--- src/rtl/led_pattern_pkg.sv ---
// Shared types and helpers for the LED pattern generator.
package led_pattern_pkg;

  typedef enum logic [1:0] {
    COUNT_UP = 2'b00,
    COUNT_DN = 2'b01,
    SCAN     = 2'b10,
    FILL     = 2'b11
  } mode_t;

  typedef enum logic {
    DIR_LEFT  = 1'b0,
    DIR_RIGHT = 1'b1
  } dir_t;

  localparam int unsigned PWM_W     = 8;
  localparam int unsigned MAX_LED_W = 64;

  // Start pattern of a mode, right-aligned in MAX_LED_W bits; callers truncate to w.
  function automatic logic [MAX_LED_W-1:0] start_value(input mode_t m, input int unsigned w);
    logic [MAX_LED_W-1:0] v;
    v = '0;
    case (m)
      COUNT_DN: begin
        v = '1;
        v = v >> (MAX_LED_W - w);
      end
      SCAN:    v[0] = 1'b1;
      default: v = '0;
    endcase
    return v;
  endfunction

endpackage

--- src/rtl/step_prescaler.sv ---
// Divides clk down to a one-cycle tick every DIV enabled cycles; clr restarts the period.
module step_prescaler #(
  parameter int unsigned DIV = 65536
) (
  input  logic clk,
  input  logic rst,
  input  logic en,
  input  logic clr,
  output logic tick
);

  localparam int unsigned PRESC_W = (DIV > 1) ? $clog2(DIV) : 1;

  logic [PRESC_W-1:0] presc;
  logic               at_end;

  assign at_end = (presc == PRESC_W'(DIV - 1));
  assign tick   = en & ~clr & at_end;

  always_ff @(posedge clk) begin
    if (!rst) begin
      presc <= '0;
    end else if (clr) begin
      presc <= '0;
    end else if (en) begin
      presc <= at_end ? '0 : presc + PRESC_W'(1);
    end
  end

endmodule

--- src/rtl/led_pattern_gen.sv ---
// Multi-pattern LED driver (count up/down, scanner, Johnson fill) at a prescaled step rate.
// Optional PWM brightness stage enabled by defining LED_PATTERN_PWM_EN.
module led_pattern_gen
  import led_pattern_pkg::*;
#(
  parameter int unsigned LED_W    = 8,
  parameter int unsigned STEP_DIV = 65536
) (
  input  logic             clk,
  input  logic             rst,
  input  logic             en,
  input  logic [1:0]       mode,
  input  logic [PWM_W-1:0] duty,
  output logic [LED_W-1:0] leds,
  output logic             step
);

  logic [LED_W-1:0] pat;
  logic [LED_W-1:0] pat_nxt;
  dir_t             dir;
  dir_t             dir_nxt;
  mode_t            mode_q;
  mode_t            mode_in;
  logic             step_q;
  logic             step_nxt;
  logic             chg;
  logic             tick;

  assign mode_in = mode_t'(mode);
  assign chg     = (mode_in != mode_q);

  step_prescaler #(
    .DIV (STEP_DIV)
  ) u_presc (
    .clk  (clk),
    .rst  (rst),
    .en   (en),
    .clr  (chg),
    .tick (tick)
  );

  // Pattern registers; mode_q tracks the input every cycle so a change is seen for one cycle.
  always_ff @(posedge clk) begin
    if (!rst) begin
      pat    <= '0;
      dir    <= DIR_LEFT;
      mode_q <= COUNT_UP;
      step_q <= 1'b0;
    end else begin
      pat    <= pat_nxt;
      dir    <= dir_nxt;
      mode_q <= mode_in;
      step_q <= step_nxt;
    end
  end

  // A mode change wins over a coincident tick and discards it.
  always_comb begin
    pat_nxt  = pat;
    dir_nxt  = dir;
    step_nxt = 1'b0;
    if (chg) begin
      pat_nxt = LED_W'(start_value(mode_in, LED_W));
      dir_nxt = DIR_LEFT;
    end else if (tick) begin
      step_nxt = 1'b1;
      case (mode_q)
        COUNT_UP: pat_nxt = pat + LED_W'(1);
        COUNT_DN: pat_nxt = pat - LED_W'(1);
        SCAN: begin
          // Flip as the end bit is reached so each end is shown for a single step.
          if (dir == DIR_LEFT) begin
            pat_nxt = pat << 1;
            if (pat[LED_W-2]) dir_nxt = DIR_RIGHT;
          end else begin
            pat_nxt = pat >> 1;
            if (pat[1]) dir_nxt = DIR_LEFT;
          end
        end
        FILL:    pat_nxt = {pat[LED_W-2:0], ~pat[LED_W-1]};
        default: pat_nxt = pat;
      endcase
    end
  end

`ifdef LED_PATTERN_PWM_EN
  logic [PWM_W-1:0] pwm_cnt;
  logic             pwm_on;
  logic [LED_W-1:0] leds_q;
  logic             step_d;

  assign pwm_on = (pwm_cnt < duty);

  // Brightness gate adds a register stage; step is delayed to stay aligned with leds.
  always_ff @(posedge clk) begin
    if (!rst) begin
      pwm_cnt <= '0;
      leds_q  <= '0;
      step_d  <= 1'b0;
    end else begin
      pwm_cnt <= pwm_cnt + PWM_W'(1);
      leds_q  <= pat & {LED_W{pwm_on}};
      step_d  <= step_q;
    end
  end

  assign leds = leds_q;
  assign step = step_d;
`else
  logic unused_duty;
  assign unused_duty = ^duty;

  assign leds = pat;
  assign step = step_q;
`endif

endmodule

--- config.mk ---
export PLATFORM = sky130hd
export DESIGN_NAME = led_pattern_gen
export DESIGN_NICKNAME = d
export VERILOG_FILES = /design/src/rtl/led_pattern_pkg.sv /design/src/rtl/step_prescaler.sv /design/src/rtl/led_pattern_gen.sv
export SDC_FILE = /design/constraint.sdc
export NUM_CORES = 1
export LEC_CHECK = 0
export CAP_MARGIN = 25
export CORE_MARGIN = 1.5
export CORE_UTILIZATION = 50
export DETAILED_ROUTE_END_ITERATION = 10
export MAX_ROUTING_LAYER = met4
export PLACE_DENSITY = 0.79
export SLEW_MARGIN = 20
export SYNTH_ARGS = -nofsm -noshare
export SYNTH_HDL_FRONTEND = slang
export SYNTH_SLANG_ARGS = --single-unit
--- constraint.sdc ---
create_clock -name clk -period 6 [get_ports clk]
set_input_delay 0.6 -clock clk [delete_from_list [all_inputs] [get_ports clk]]
set_output_delay 0.6 -clock clk [all_outputs]
set_load 0.1 [all_outputs]
# Word-level counts from Yosys, hierarchy flattened
# Cells that the tools add are included.
dict set report classes {
  n_reduce_logical 5
  mul 0
  muxes 11
  div 0
  magnitude_cmp 0
  n_bitwise 5
  eq_ne 7
  addsub 3
  shifts 0
}
# cell n
set op_table {}
lappend op_table {{8-bit one-hot mux with 4 select lines} 1}
lappend op_table {{8-bit 2-to-1 mux} 3}
lappend op_table {{16-bit by 1-bit adder with 16-bit output, second input constant} 1}
lappend op_table {{16-bit == test, second input constant} 1}
lappend op_table {{16-bit 2-to-1 mux} 1}
lappend op_table {{8-bit by 1-bit adder with 8-bit output, second input constant} 1}
lappend op_table {{8-bit by 1-bit subtractor with 8-bit output, second input constant} 1}
lappend op_table {{7-bit 2-to-1 mux} 1}
lappend op_table {{2-bit == test, second input constant} 3}
lappend op_table {{1-bit 2-to-1 mux} 5}
lappend op_table {{2-bit by 1-bit == test with 1-bit output, second input constant} 2}
lappend op_table {{2-bit OR reduction} 2}
lappend op_table {{1-bit NOT} 3}
lappend op_table {{1-bit bitwise AND} 2}
lappend op_table {{2-bit logical NOT} 1}
lappend op_table {{2-bit inequality test} 1}
lappend op_table {{2-bit AND reduction} 1}
lappend op_table {{2-bit nonzero test} 1}
dict set report totals {
  reg_bits 28
  out_inout_bits 9
  memories 0
  romBits 0
  word_cells 36
  ramBits 0
  latchBits 0
  in_bits 13
}

# Longest topological paths before layout
# Gate-level depths: netlist of the first run.
dict set report logic_depth {
  word_depth 6
  mapped_depth 11
  depth_no_buf 9
}

# Hierarchy
# Synthesis of the first run repeated with hierarchy kept, for this count alone.
dict set report unflattened {
  cells_unflattened 211
  area_unflattened_um2 1692.9
}
# module n_inst area_each_um2 cells_each seq_area_each_um2
set modules_own_cells {}
lappend modules_own_cells {led_pattern_gen 1 943.4 124 240.2}
lappend modules_own_cells {step_prescaler 1 749.5 87 320.3}

# Worst setup path before layout of the first run
# Ideal clock, no wire load.
dict set report synth_path {
  path_type {flip-flop to flip-flop}
  from {register pat[1] (netlist: leds[1])}
  to {register pat[6] (netlist: leds[6])}
  arrival_ns 2.486
  t_required_ns 5.880
  path_stages_with_launch 10
  setup_ns 0.120
  slack_ns 3.394
  n_path_buf 1
  synth_period_minus_slack_ns 2.606
  cell_sequence {dfxtp_1 -> clkbuf_4 -> xnor2_1 -> ha_1 -> nor2_1 -> nor3_1 -> o22ai_1 -> or3b_1 -> a21oi_1 -> o31ai_1}
}
dict set report synth_between {
  elab_chain_len 4
  elab_cells_between_ends 5
  cone_classes {add/sub (2); mux (3)}
}
# item line_no
set synth_rtl {}
lappend synth_rtl {{start, declared} led_pattern_gen.sv:18} ;# logic [LED_W-1:0] pat;
lappend synth_rtl {{start signal, assigned} led_pattern_gen.sv:50} ;# pat <= pat_nxt;
lappend synth_rtl {{8-bit by 1-bit subtractor with 8-bit output / 8-bit by 1-bit adder with 8-bit output (equally long branches)} {led_pattern_gen.sv:69, led_pattern_gen.sv:68}}
lappend synth_rtl {{8-bit one-hot mux with 4 select lines *} led_pattern_gen.sv:67} ;# case (mode_q)
lappend synth_rtl {{8-bit 2-to-1 mux *} led_pattern_gen.sv:65} ;# end else if (tick) begin
lappend synth_rtl {{8-bit 2-to-1 mux *} led_pattern_gen.sv:62} ;# if (chg) begin
# Mark *: on every way between the ends. The rest lies on a longest branch, timed or not. The select of a mux whose other input is x is not followed.
# A chain may end at the register's enable or synchronous reset.

# Worst setup path after layout of the first run
dict set report layout_path {
  from {register pat[3] (netlist: leds[3])}
  to {output leds[3]}
}
# item line_no
set layout_rtl {}
lappend layout_rtl {{end, declared} led_pattern_gen.sv:14} ;# output logic [LED_W-1:0] leds,
# No word-level cell between the ends.

==> results, run 1 <==
- The routability congestion estimate from global placement is 0.783.
- The ratio of cells with drive above 1 in the final layout is 7.27%.
- When the netlist entered floorplanning its net count stood at 235.
- The clock passes through at most 2 buffers.
- The net count of the finished layout is 237.
- IR analysis of the VDD net gives a maximum drop of 0.000153 V.
- The mapped netlist covers 1820 µm².
- The register clock-pin slew on the reported worst setup and hold paths is 0.16 ns.
- The kind of critical path is register to primary output.
- The library cell occupying the most area in the post-synthesis netlist is sky130_fd_sc_hd__dfxtp_1.
- The filler cells instantiated in the layout total 324.
- The dominant register cell in the synthesized netlist is sky130_fd_sc_hd__dfxtp_1.
- The detailed placer's ending HPWL is 2370 µm.
- Hold is met by 0.518 ns.
- Headroom to the max-slew limit came out at 35.6%.
- In this run the count of I/O pins placed on the die edge is 22.
- The H-tree depth reported by CTS is 1.
- The top fanout value on the critical path is 12.
- Once the floorplan was initialized, standard cells occupied 53.2% of the core.
- The CTS tree is yes.
- In this run the vertical extent of the chip is 63.3 µm.
- The worst hold path was traced through 2 stages.
- The number of port buffers is 13.
- The tree built by TritonCTS fans out to 28 sinks.
- The average detailed-routed wire length per instance is 12.6 µm.
- The launching element type of the critical path is a register.
- Setup repair after global routing left no endpoint under its margin.
- The worst min-delay path startpoint is u_presc.presc[1]$_SDFFE_PP0P_.
- The stage delay of the slowest cell on the critical path is 1.20 ns.
- The number of max-capacitance violations reported is 0.
- After synthesis, the cell types taking the most area are sky130_fd_sc_hd__dfxtp_1 (31%), sky130_fd_sc_hd__nor2_1 (6.2%), sky130_fd_sc_hd__xor2_1 (5.8%).
- The data required time at the worst endpoint is 5.40 ns.
- Summing over every cut layer, the via total after detailed routing is 1473.
- After detailed routing, the total wire length is 3350 µm.
- The count of endpoints failing hold in the final timing report was 0.
- The shortest period the worst path allows is 2.71 ns.
- In the synthesized netlist, the number of instances is 219.
- The share of Yosys cell area claimed by the top area cell type is 30.9%.
- Derived from the worst setup path, the maximum achievable clock frequency is 369 MHz.
- The run finished with clean final reports.
- The path type of the worst min-delay path is register to register.
- The horizontal die dimension is 63.3 µm.
- Synthesis instantiated 54 different standard cells from the library.
- The detailed router finished its first iteration with 127 violations.
- In this run the number of cells on the critical path is 1.
- The total setup violations reported at the end of the flow is 0.
- The Yosys step of the flow raised 0 warnings.
- The sink of the worst hold path is u_presc.presc[1]$_SDFFE_PP0P_.
- The share of synthesized area occupied by flip-flops and latches is 30.9%.
- The final period utilization is 45.2%.
- The initial antenna violation count is 0.
- The analysis attributes to cell leakage a power of 0.705 nW.
- The startpoint identified for the worst register-to-register timing path is mode_q[1]$_SDFF_PN0_.
- For the worst-skew pair, the clock arrives at the later sink with an insertion delay of 0.34 ns.
- In this run, placement finished with an instance count of 262.
- The kind of end point of the critical path is a primary output.
- The number of global-route vias before repair was 1347.
- Counting the buffers created by CTS gives 3.
- The buffer cell driving the clock tree root is sky130_fd_sc_hd__clkbuf_4.
- The proportion of register bits with asynchronous set or reset after synthesis is 0%.
- On the critical path the largest part of the delay comes from buffers and inverters.
- The floorplan has 21 rows.
- Relative to the synthesized area, the layout overhead comes to 6.40%.
- By count the netlist is led by sky130_fd_sc_hd__nor2_1 (30), sky130_fd_sc_hd__dfxtp_1 (28), sky130_fd_sc_hd__nand2_1 (24).
- The first detailed-routing pass took 4 iterations.
- The number of pins exceeding their max-slew limit in the final report is 0.
- The critical path goes through clkdlybuf4s50_1.
- The worst register-to-register path ends at leds[6]$_SDFFE_PN0P_.
- The total of hold buffers inserted after clock tree synthesis is 0.
- The first global-routing pass estimated 6030 µm of wire.
- The most common cell in the synthesized netlist is sky130_fd_sc_hd__nor2_1.
- Together, buffers and inverters on the worst path number 1.
- The total of cells resized after clock tree synthesis is 0.
- The master of the slowest instance on the critical path is sky130_fd_sc_hd__clkdlybuf4s50_1.
- Counting flops with a built-in enable in the synthesized netlist gives 0.
- The die covers 4000 µm².
- The repair_antennas step left the layout with diodes totalling 0.
- The worst reg-to-reg path cell count is 9.
- The sum of overflow across all layers after global routing is 0.
- For the pin with the worst max-slew slack, the measured transition is 0.963 ns.
- For this run, design rule violations remaining after detail routing come to 0.
- The register bit count reported by yosys is 28.
- The largest net degree at the start of global routing is 20.
- Using the TritonRoute via totals, the vias-per-cell ratio works out to 5.54.
- The setup TNS is 0 ns.
- The placeable core area is 3420 µm².
- The final cell count without fillers is 266.
- Once detail routing completed, the nets flagged for antenna violations numbered 0.
- The power density relative to cell area is 220 nW/µm².
- After synthesis, the mean cell area works out to 8.30 µm².
- The buffers inserted during post-CTS setup optimization is 0.
- At the worst endpoint, the arrival time is 2.11 ns.
- Global routing used 19.0% of the available tracks across all layers.
- Across all register-to-register paths, the minimum setup slack is 3.41 ns.
- On the final layout, the worst clock skew is 0.0161 ns.
[layout by cell type (no fill, tap or decap), types with 2 or more instances in the layout]
master and instances:
sky130_fd_sc_hd__ha_1 3, sky130_fd_sc_hd__a311oi_1 2, sky130_fd_sc_hd__o31ai_1 4, sky130_fd_sc_hd__xnor2_1 8, sky130_fd_sc_hd__dfxtp_1 28, sky130_fd_sc_hd__mux2i_1 7, sky130_fd_sc_hd__inv_1 5, sky130_fd_sc_hd__nor2_1 30
sky130_fd_sc_hd__nand2_1 24, sky130_fd_sc_hd__nor2b_1 3, sky130_fd_sc_hd__xor2_1 12, sky130_fd_sc_hd__and3_1 3, sky130_fd_sc_hd__nand4_1 4, sky130_fd_sc_hd__clkdlybuf4s50_1 13, sky130_fd_sc_hd__o21ai_0 5, sky130_fd_sc_hd__nor3_1 5
sky130_fd_sc_hd__nand3_1 5, sky130_fd_sc_hd__a31oi_1 2, sky130_fd_sc_hd__a21oi_1 14, sky130_fd_sc_hd__nor4_1 4, sky130_fd_sc_hd__and2_1 2, sky130_fd_sc_hd__mux2_2 4, sky130_fd_sc_hd__clkbuf_4 3, sky130_fd_sc_hd__a221o_1 2
sky130_fd_sc_hd__o21ai_1 2
[kinds of logic (layout without fill, tap and decap cells)]
family	Yosys count	in the layout	share of synthesized area [%]
simple gates	96	96	29.0
flops	28	28	30.9
buf+inv	21	22	7.85
mux	11	11	6.34
compound gates	40	40	14.3
xor+xnor	20	20	9.64
fa+ha+maj	3	3	2.07
[per-layer routing]
| metal | GRT usage (%) | part of all wire, % | up-vias |
|---|---|---|---|
| li1 | - | - | 772 |
| met4 | 3.53 | 0.78 | 0 |
| met5 | - | 0 | - |
| met3 | 5.36 | 3.4 | 5 |
| met1 | 24.9 | 50 | 679 |
| met2 | 29.7 | 46 | 17 |
[cell type report]
type                       instances  area, µm²  share of cell area, %
multi-input combinational        170       1110                   57.6
sequential                        28        561                   29.0
timing repair buffer              13        130                   6.73
tap                               46       57.6                   2.98
clock inverter                     1       30.0                   1.55
clock buffer                       3       22.5                   1.17
inverter                           5       18.8                  0.971
[how the worst max path moves through the flow]
stage,slack (ns),start,to
6_report,3.29,leds[3]$_SDFFE_PN0P_,leds[3]
3_5_place_dp,3.16,en,u_presc.presc[2]$_SDFFE_PP0P_
4_1_cts,3.28,leds[3]$_SDFFE_PN0P_,leds[3]
3_3_place_gp,3.16,en,u_presc.presc[4]$_SDFFE_PP0P_
2_1_floorplan,3.39,leds[1]$_SDFFE_PN0P_,leds[6]$_SDFFE_PN0P_
5_1_grt,3.14,mode_q[1]$_SDFF_PN0_,leds[6]$_SDFFE_PN0P_
[report_power, final]
group	internal, mW	leakage (nW)	switching (mW)
clock	0.0676	0.0279	0.0566
sequential	0.192	0.228	0.0153
combinational	0.0318	0.449	0.0622
[metrics by stage]
| step | setup slack, ns | util (%) | total power [mW] | area (µm²) |
|---|---|---|---|---|
| 2_1_floorplan | 3.39 | - | 0.289 | 1820 |
| 3_3_place_gp | 3.16 | 55.1 | 0.304 | 1880 |
| 3_5_place_dp | 3.16 | 55.1 | 0.305 | 1880 |
| 4_1_cts | 3.28 | 56.6 | 0.429 | 1930 |
| 5_1_grt | 3.14 | 56.6 | 0.446 | 1930 |
| 6_report | 3.29 | 56.6 | 0.425 | 1930 |
[flip-flops by register name, summed over array words and instances (netlist names)]
register and cells:
dir 1, leds 8, mode_q 2, step 1
u_presc.presc 16
Note: power is estimated with default switching activity, not from simulation.
==> run 2, diff against run 1 <==
Settings changed: PLACE_DENSITY 0.79 to 0.82.
Clock period 6 ns to 2.4 ns, I/O delays scaled along.
==> run 2 against run 1 <==
  * Wire length rose by 5.5%
  * Sequential share of layout area fell by 0.62 points
  * Cell count up 3.4%
  * Highest routed layer unchanged
  * Clock power rose by 150%
  * Critical endpoint is now leds[6]$_SDFFE_PN0P_
  * Critical path depth increased by 8
  * Global-route usage increased by 0.85 points
  * Via count rose by 3.2%
  * Setup slack got worse by 2.9 ns
  * Register-to-register slack worse by 3.0 ns
==> results, run 2 (synthesis gave the netlist of run 1 again) <==
- The horizontal die dimension is 63.3 µm (unchanged).
- The tightest min-delay check is of the primary input to register type.
- The transition time at the pin with the least slew margin is 0.419 ns (-0.543 ns).
- The placeable core area is 3420 µm² (unchanged).
- The worst reg-to-reg path cell count is 9 (unchanged).
- The area overhead of the layout relative to synthesis is 8.95%.
- The total clock buffers created by CTS is 3 (unchanged).
- The die area was 4000 µm² (unchanged).
- The kind of critical path is register to register.
- The stage delay of the slowest cell on the critical path came to 0.36 ns (-0.84 ns).
- Based on the critical path, the design can be clocked at up to 502 MHz.
- The die boundary height is 63.3 µm (unchanged).
- The number of inserted filler cells in the final layout was 314 (-3.1%).
- The run finished with clean final reports.
- The overall global routing resource usage is 19.9% (+0.85 points).
- The signal on the critical path passes through nand2b_4, xnor2_1, ha_1, nor2_1, nor3_1, o22ai_1, or3b_1, a21oi_1, o31ai_1.
- The top fanout value on the critical path came to 11 (-1).
- The master of the slowest instance on the critical path is sky130_fd_sc_hd__or3b_1.
- The routability congestion estimate from global placement is 0.831 (+6.1%).
- The final setup skew is 0.00540 ns (-0.0107 ns).
- The number of global-route vias before repair is 1456 (+8.1%).
- The register with the most flip-flops is u_presc.presc.
- The smallest hold slack was 0.510 ns (-0.00773 ns).
- The starting DRC count in detailed routing is 149 (+17%).
- The sum of overflow across all layers after global routing is 0 (unchanged).
- The static leakage power is 0.766 nW (+8.6%).
- The area taken by flip-flops and latches is 562 µm² (+0.22%).
- The number of vias per cell is 5.53 (-0.19%).
- The global-route wire length before repair was 6350 µm (+5.3%).
- The net count of the finished layout is 246 (+3.8%).
- The data required time at the worst endpoint was 2.64 ns (-2.76 ns).
- The relative slew slack came to 72.0% (+36 points).
- The number of max-capacitance violations reported is 0 (unchanged).
- Setup repair after global routing left no endpoint under its margin.
- The buffers inserted during post-CTS setup optimization came to 0 (unchanged).
- The maximum clock insertion buffer count is 2 (unchanged).
- Clock tree synthesis selected as its root buffer the cell sky130_fd_sc_hd__clkbuf_4.
- The number of flip-flops in the largest register is 16 (unchanged).
- After layout, the minimum clock period comes to 1.99 ns.
- The data arrival at the endpoint of the critical path came to 2.23 ns (+0.12 ns).
- The launching element type of the critical path is a register.
- The worst ir drop on vdd is 0.000276 V (+80%).
- STA classifies the critical path endpoint as a register.
- The footprint of the multi-input gates is 1110 µm² (unchanged).
- The initial standard-cell utilization of the core is 53.2% (unchanged).
- Leaving out fill and tap cells, the most frequent cells in the layout are sky130_fd_sc_hd__nor2_1 (30), sky130_fd_sc_hd__dfxtp_1 (27), sky130_fd_sc_hd__nand2_1 (24), sky130_fd_sc_hd__buf_4 (18), sky130_fd_sc_hd__a21oi_1 (14).
- The number of port buffers is 13 (unchanged).
- The antenna violation net count after detailed routing came to 0 (unchanged).
- The largest net degree at the start of global routing was 19 (-5.0%).
- The number of inserted diodes is 0 (unchanged).
- The top-level I/O count came to 22 (unchanged).
- The count of endpoints failing hold in the final timing report is 0 (unchanged).
- The average detailed-routed wire length per instance was 12.8 µm (+2.1%).
- The insertion delay to the later sink of the worst-skew pair is 0.33 ns (about the same).
- The number of cells traversed by the worst hold path was 3 (+1).
- The clock sink total came to 28 (unchanged).
- The worst slack after detailed placement is 0.428 ns (-2.73 ns).
- The ratio of cells with drive above 1 in the final layout came to 15.3% (+8.0 points).
- The CTS tree is yes.
- The power density relative to cell area is 540 nW/µm² (+150%).
- The total of hold buffers inserted after clock tree synthesis came to 0 (unchanged).
- The H-tree depth reported by CTS is 1 (unchanged).
- The row count is 21 (unchanged).
- The most common cell after layout, fill and taps aside is sky130_fd_sc_hd__nor2_1.
- The total wire length was 3530 µm (+5.5%).
- The detailed placer's ending HPWL is 2580 µm (+8.8%).
- The detailed-router iteration count before antenna repair is 4 (unchanged).
- The register clock-pin slew on the reported worst setup and hold paths is 0.15 ns (about the same).
- The final period utilization is 83.1%.
- The setup TNS came to 0 ns (unchanged).
- The total setup violations reported at the end of the flow is 0 (unchanged).
- The initial antenna violation count was 0 (unchanged).
- The total of cells resized after clock tree synthesis is 0 (unchanged).
- The overall via count from detail_route is 1520 (+3.2%).
- The number of pins exceeding their max-slew limit in the final report was 0 (unchanged).
- The worst setup slack after layout is 0.406 ns (-2.88 ns).
- The number of DRC violations after detailed routing is 0 (unchanged).
==> run 2: cell type report <==
class	count	share of cell area [%]
Clock buffer	3	1.14
Clock inverter	1	1.52
Inverter	5	0.948
Multi-Input combinational cell	170	56.3
Sequential cell	28	28.4
Tap cell	46	2.91
Timing Repair Buffer	22	8.85
==> run 2: metal layers <==
layer / track usage [%] / vias to the layer above / wire length, µm
li1: - / 795 / -
met1: 24.1 / 692 / 1640
met2: 34.2 / 29 / 1750
met3: 1.96 / 4 / 111
met4: 7.34 / 0 / 34
met5: - / - / 0
==> run 2: final timing paths <==
path / slack [ns] / startpoint / to
worst max register to register: 0.41 / mode_q[1]$_SDFF_PN0_ / leds[6]$_SDFFE_PN0P_
worst min-delay path: 0.51 / mode[1] / mode_q[1]$_SDFF_PN0_
worst max-delay path: 0.41 / mode_q[1]$_SDFF_PN0_ / leds[6]$_SDFFE_PN0P_
worst min register to register: 0.53 / u_presc.presc[1]$_SDFFE_PP0P_ / u_presc.presc[1]$_SDFFE_PP0P_
==> run 2: worst max-delay path, delay by kind of cell (launching register included) <==
family | cells | cell delay, ns
AOI/OAI and AO/OA | 3 | 0.37
adders and majority gates | 1 | 0.26
xor gates and xnor gates | 1 | 0.16
and+or+nand+nor | 4 | 0.76
DFF | 1 | 0.34
==> run 2: power breakdown <==
part	leakage, nW	total (mW)	switching (mW)	internal (mW)
combinational	0.510	0.248	0.167	0.0818
sequential	0.228	0.511	0.0313	0.480
clock	0.0279	0.309	0.140	0.169
total	0.766	1.07	0.338	0.731
==> run 2: per-stage QoR <==
step | instances | total power [mW] | utilization, % | area, µm²
2_1_floorplan | 219 | 0.723 | - | 1820
3_3_place_gp | 271 | 0.764 | 56.4 | 1930
3_5_place_dp | 271 | 0.767 | 56.4 | 1930
4_1_cts | 275 | 1.08 | 57.9 | 1980
5_1_grt | 275 | 1.12 | 57.9 | 1980
6_report | 275 | 1.07 | 57.9 | 1980
==> run 3, diff against run 2 <==
Settings changed: PLACE_DENSITY 0.82 to 0.79.
Clock period 2.4 ns to 2.07 ns, I/O delays scaled along.
==> run 3 against run 2 <==
  * Non-clock buffer count up 3
  * Critical path depth shrank 2
  * Count of clock-buffer cells in the layout unchanged
  * Flip-flop and latch count unchanged
  * Clock power increased by 18%
  * Register-to-register slack lost 0.25 ns
  * First-iteration DRC count shrank 21%
  * Cell count is 1.1% higher
  * Die area stayed put
  * Design area grew 1.7%
  * Fmax grew 4.2%
  * Largest power group unchanged
==> results, run 3 (synthesis gave the netlist of run 1 again) <==
- The power density relative to cell area is 622 nW/µm² (+15%).
- The total power is 1.25 mW (+17%).
- The number of port buffers is 13 (unchanged).
- The number of global-route vias before repair came to 1390 (-4.5%).
- The data required time at the worst endpoint is 2.35 ns (-0.29 ns).
- The footprint of the multi-input gates is 1120 µm² (+0.22%).
- The placeable core area was 3420 µm² (unchanged).
- TritonCTS built the clock tree.
- The number of pins exceeding their max-slew limit in the final report is 0 (unchanged).
- STA classifies the critical path endpoint as a register.
- The number of vias per cell is 5.64 (+2.0%).
- The final period utilization is 92.4% (+9.3 points).
- The total setup violations reported at the end of the flow is 0 (unchanged).
- The number of DRC violations after detailed routing is 0 (unchanged).
- Leaving out fill and tap cells, the most frequent cells in the layout are sky130_fd_sc_hd__nor2_1 (30), sky130_fd_sc_hd__nand2_1 (24), sky130_fd_sc_hd__dfxtp_1 (22), sky130_fd_sc_hd__buf_4 (21), sky130_fd_sc_hd__a21oi_1 (14).
- The insertion delay to the later sink of the worst-skew pair is 0.33 ns (about the same).
- The number of flip-flops in the largest register is 16 (unchanged).
- The global-route wire length before repair is 6330 µm (-0.33%).
- Setup repair after global routing left no endpoint under its margin.
- The smallest hold slack is 0.477 ns (-0.0331 ns).
- The min-delay analysis places its worst path in the category primary input to register.
- The register with the most flip-flops in the final layout is u_presc.presc.
- The horizontal die dimension was 63.3 µm (unchanged).
- The overall via count from detail_route was 1567 (+3.1%).
- The net count of the finished layout is 249 (+1.2%).
- The final cell count without fillers is 278 (+1.1%).
- The antenna violation net count after detailed routing is 0 (unchanged).
- The transition time at the pin with the least slew margin was 0.398 ns (-0.0209 ns).
- The average detailed-routed wire length per instance is 12.8 µm (about the same).
- The total clock buffers created by CTS is 3 (unchanged).
- The total wire length is 3570 µm (+1.1%).
- The buffer cell driving the clock tree root is sky130_fd_sc_hd__clkbuf_4.
- The number of placed instances, taps included is 274 (+1.1%).
- The register clock-pin slew on the reported worst setup and hold paths is 0.16 ns (about the same).
- The starting DRC count in detailed routing came to 117 (-21%).
- The largest net degree at the start of global routing came to 19 (unchanged).
- The number of cells traversed by the worst hold path came to 3 (unchanged).
- The detailed placer's ending HPWL is 2540 µm (-1.6%).
- The number of inserted diodes is 0 (unchanged).
- The number of max-capacitance violations reported is 0 (unchanged).
- The sum of overflow across all layers after global routing is 0 (unchanged).
- The relative slew slack is 73.2% (+1.2 points).
- The top-level I/O count is 22 (unchanged).
- The die area was 4000 µm² (unchanged).
- The worst ir drop on vdd is 0.000243 V (-12%).
- The routability congestion estimate from global placement was 0.817 (-1.7%).
- The ratio of cells with drive above 1 in the final layout is 19.0% (+3.7 points).
- The most common cell after layout, fill and taps aside is sky130_fd_sc_hd__nor2_1.
- The overall global routing resource usage is 19.9% (+0.077 points).
- The worst setup path is of the register to register kind.
- The launching element type of the critical path is a register.
- The initial standard-cell utilization of the core is 53.2% (unchanged).
- The detailed-router iteration count before antenna repair is 4 (unchanged).
- The worst reg-to-reg path cell count came to 7 (-2).
- The number of inserted filler cells in the final layout is 330 (+5.1%).
- The run finished with clean final reports.
- The H-tree depth reported by CTS is 1 (unchanged).
- The final setup skew is 0.00525 ns (-0.000150 ns).
- The shortest period the worst path allows is 1.91 ns (-0.0810 ns).
- The count of endpoints failing hold in the final timing report is 0 (unchanged).
- The clock sink total is 28 (unchanged).
- The static leakage power is 0.778 nW (+1.6%).
- The area overhead of the layout relative to synthesis is 10.8%.
- The row count is 21 (unchanged).
- The maximum frequency from static timing analysis is 523 MHz (+4.2%).
- The data arrival at the endpoint of the critical path is 2.19 ns (-0.04 ns).
- The initial antenna violation count is 0 (unchanged).
- The maximum clock insertion buffer count came to 2 (unchanged).
- The top fanout value on the critical path is 7 (-4).
- The area taken by flip-flops and latches came to 571 µm² (+1.6%).
- The die boundary height is 63.3 µm (unchanged).
run 3: changes by cell type in the layout (fill, tap and decap cells not counted), sizes merged:
cell / before / now
buf: 18 / 21
run 3: routing by layer:
layer,track usage (%),up-vias,wire (µm)
met5,-,-,0
met4,6.52,0,26
met3,2.68,2,142
met2,30.2,30,1560
met1,27.6,737,1840
li1,-,798,-
run 3: metrics by stage:
step           util [%]  area [µm²]  TNS [ns]  setup slack (ns)
2_1_floorplan         -        1830  -0.00744          -0.00744
3_3_place_gp       57.3        1960         0             0.140
3_5_place_dp       57.3        1960         0             0.130
4_1_cts            58.9        2010         0             0.162
5_1_grt            58.9        2010         0         0.0000917
6_report           58.9        2010         0             0.157
run 3: critical path, stage by stage (launching register included):
cell	delay, ns
sky130_fd_sc_hd__dfxtp_1	0.40
sky130_fd_sc_hd__ha_1	0.20
sky130_fd_sc_hd__and3_2	0.26
sky130_fd_sc_hd__and3_1	0.21
sky130_fd_sc_hd__nand4_2	0.22
sky130_fd_sc_hd__a211oi_1	0.32
sky130_fd_sc_hd__a21oi_1	0.09
sky130_fd_sc_hd__a21oi_1	0.14
run 3: cell type report:
type                    instances  area share, %
flip-flops and latches         28           28.3
clock inverters                 1           1.49
repair buffers                 25           9.82
multi-input cells             170           55.4
clock buffers                   3           1.12
inverters                       5          0.932
well taps                      46           2.86
run 3: what timing repair did:
action,CTS,global route
endpoints found under the setup margin,0,1
buffers inserted,0,0
resized for setup,0,1
hold buffers,0,0
run 3: worst paths after layout:
check                                                     end                          start  slack, ns
worst max register to register           leds[1]$_SDFFE_PN0P_  u_presc.presc[0]$_SDFFE_PP0P_       0.16
worst max-delay path                     leds[1]$_SDFFE_PN0P_  u_presc.presc[0]$_SDFFE_PP0P_       0.16
worst min-delay path                     mode_q[1]$_SDFF_PN0_                        mode[1]       0.48
worst min register to register  u_presc.presc[1]$_SDFFE_PP0P_  u_presc.presc[1]$_SDFFE_PP0P_       0.51
run 3: power breakdown:
part	switching [mW]	internal [mW]	leakage, nW
Combinational	0.194	0.0983	0.520
Clock	0.169	0.196	0.0279
Sequential	0.0367	0.558	0.230
Total	0.399	0.852	0.778
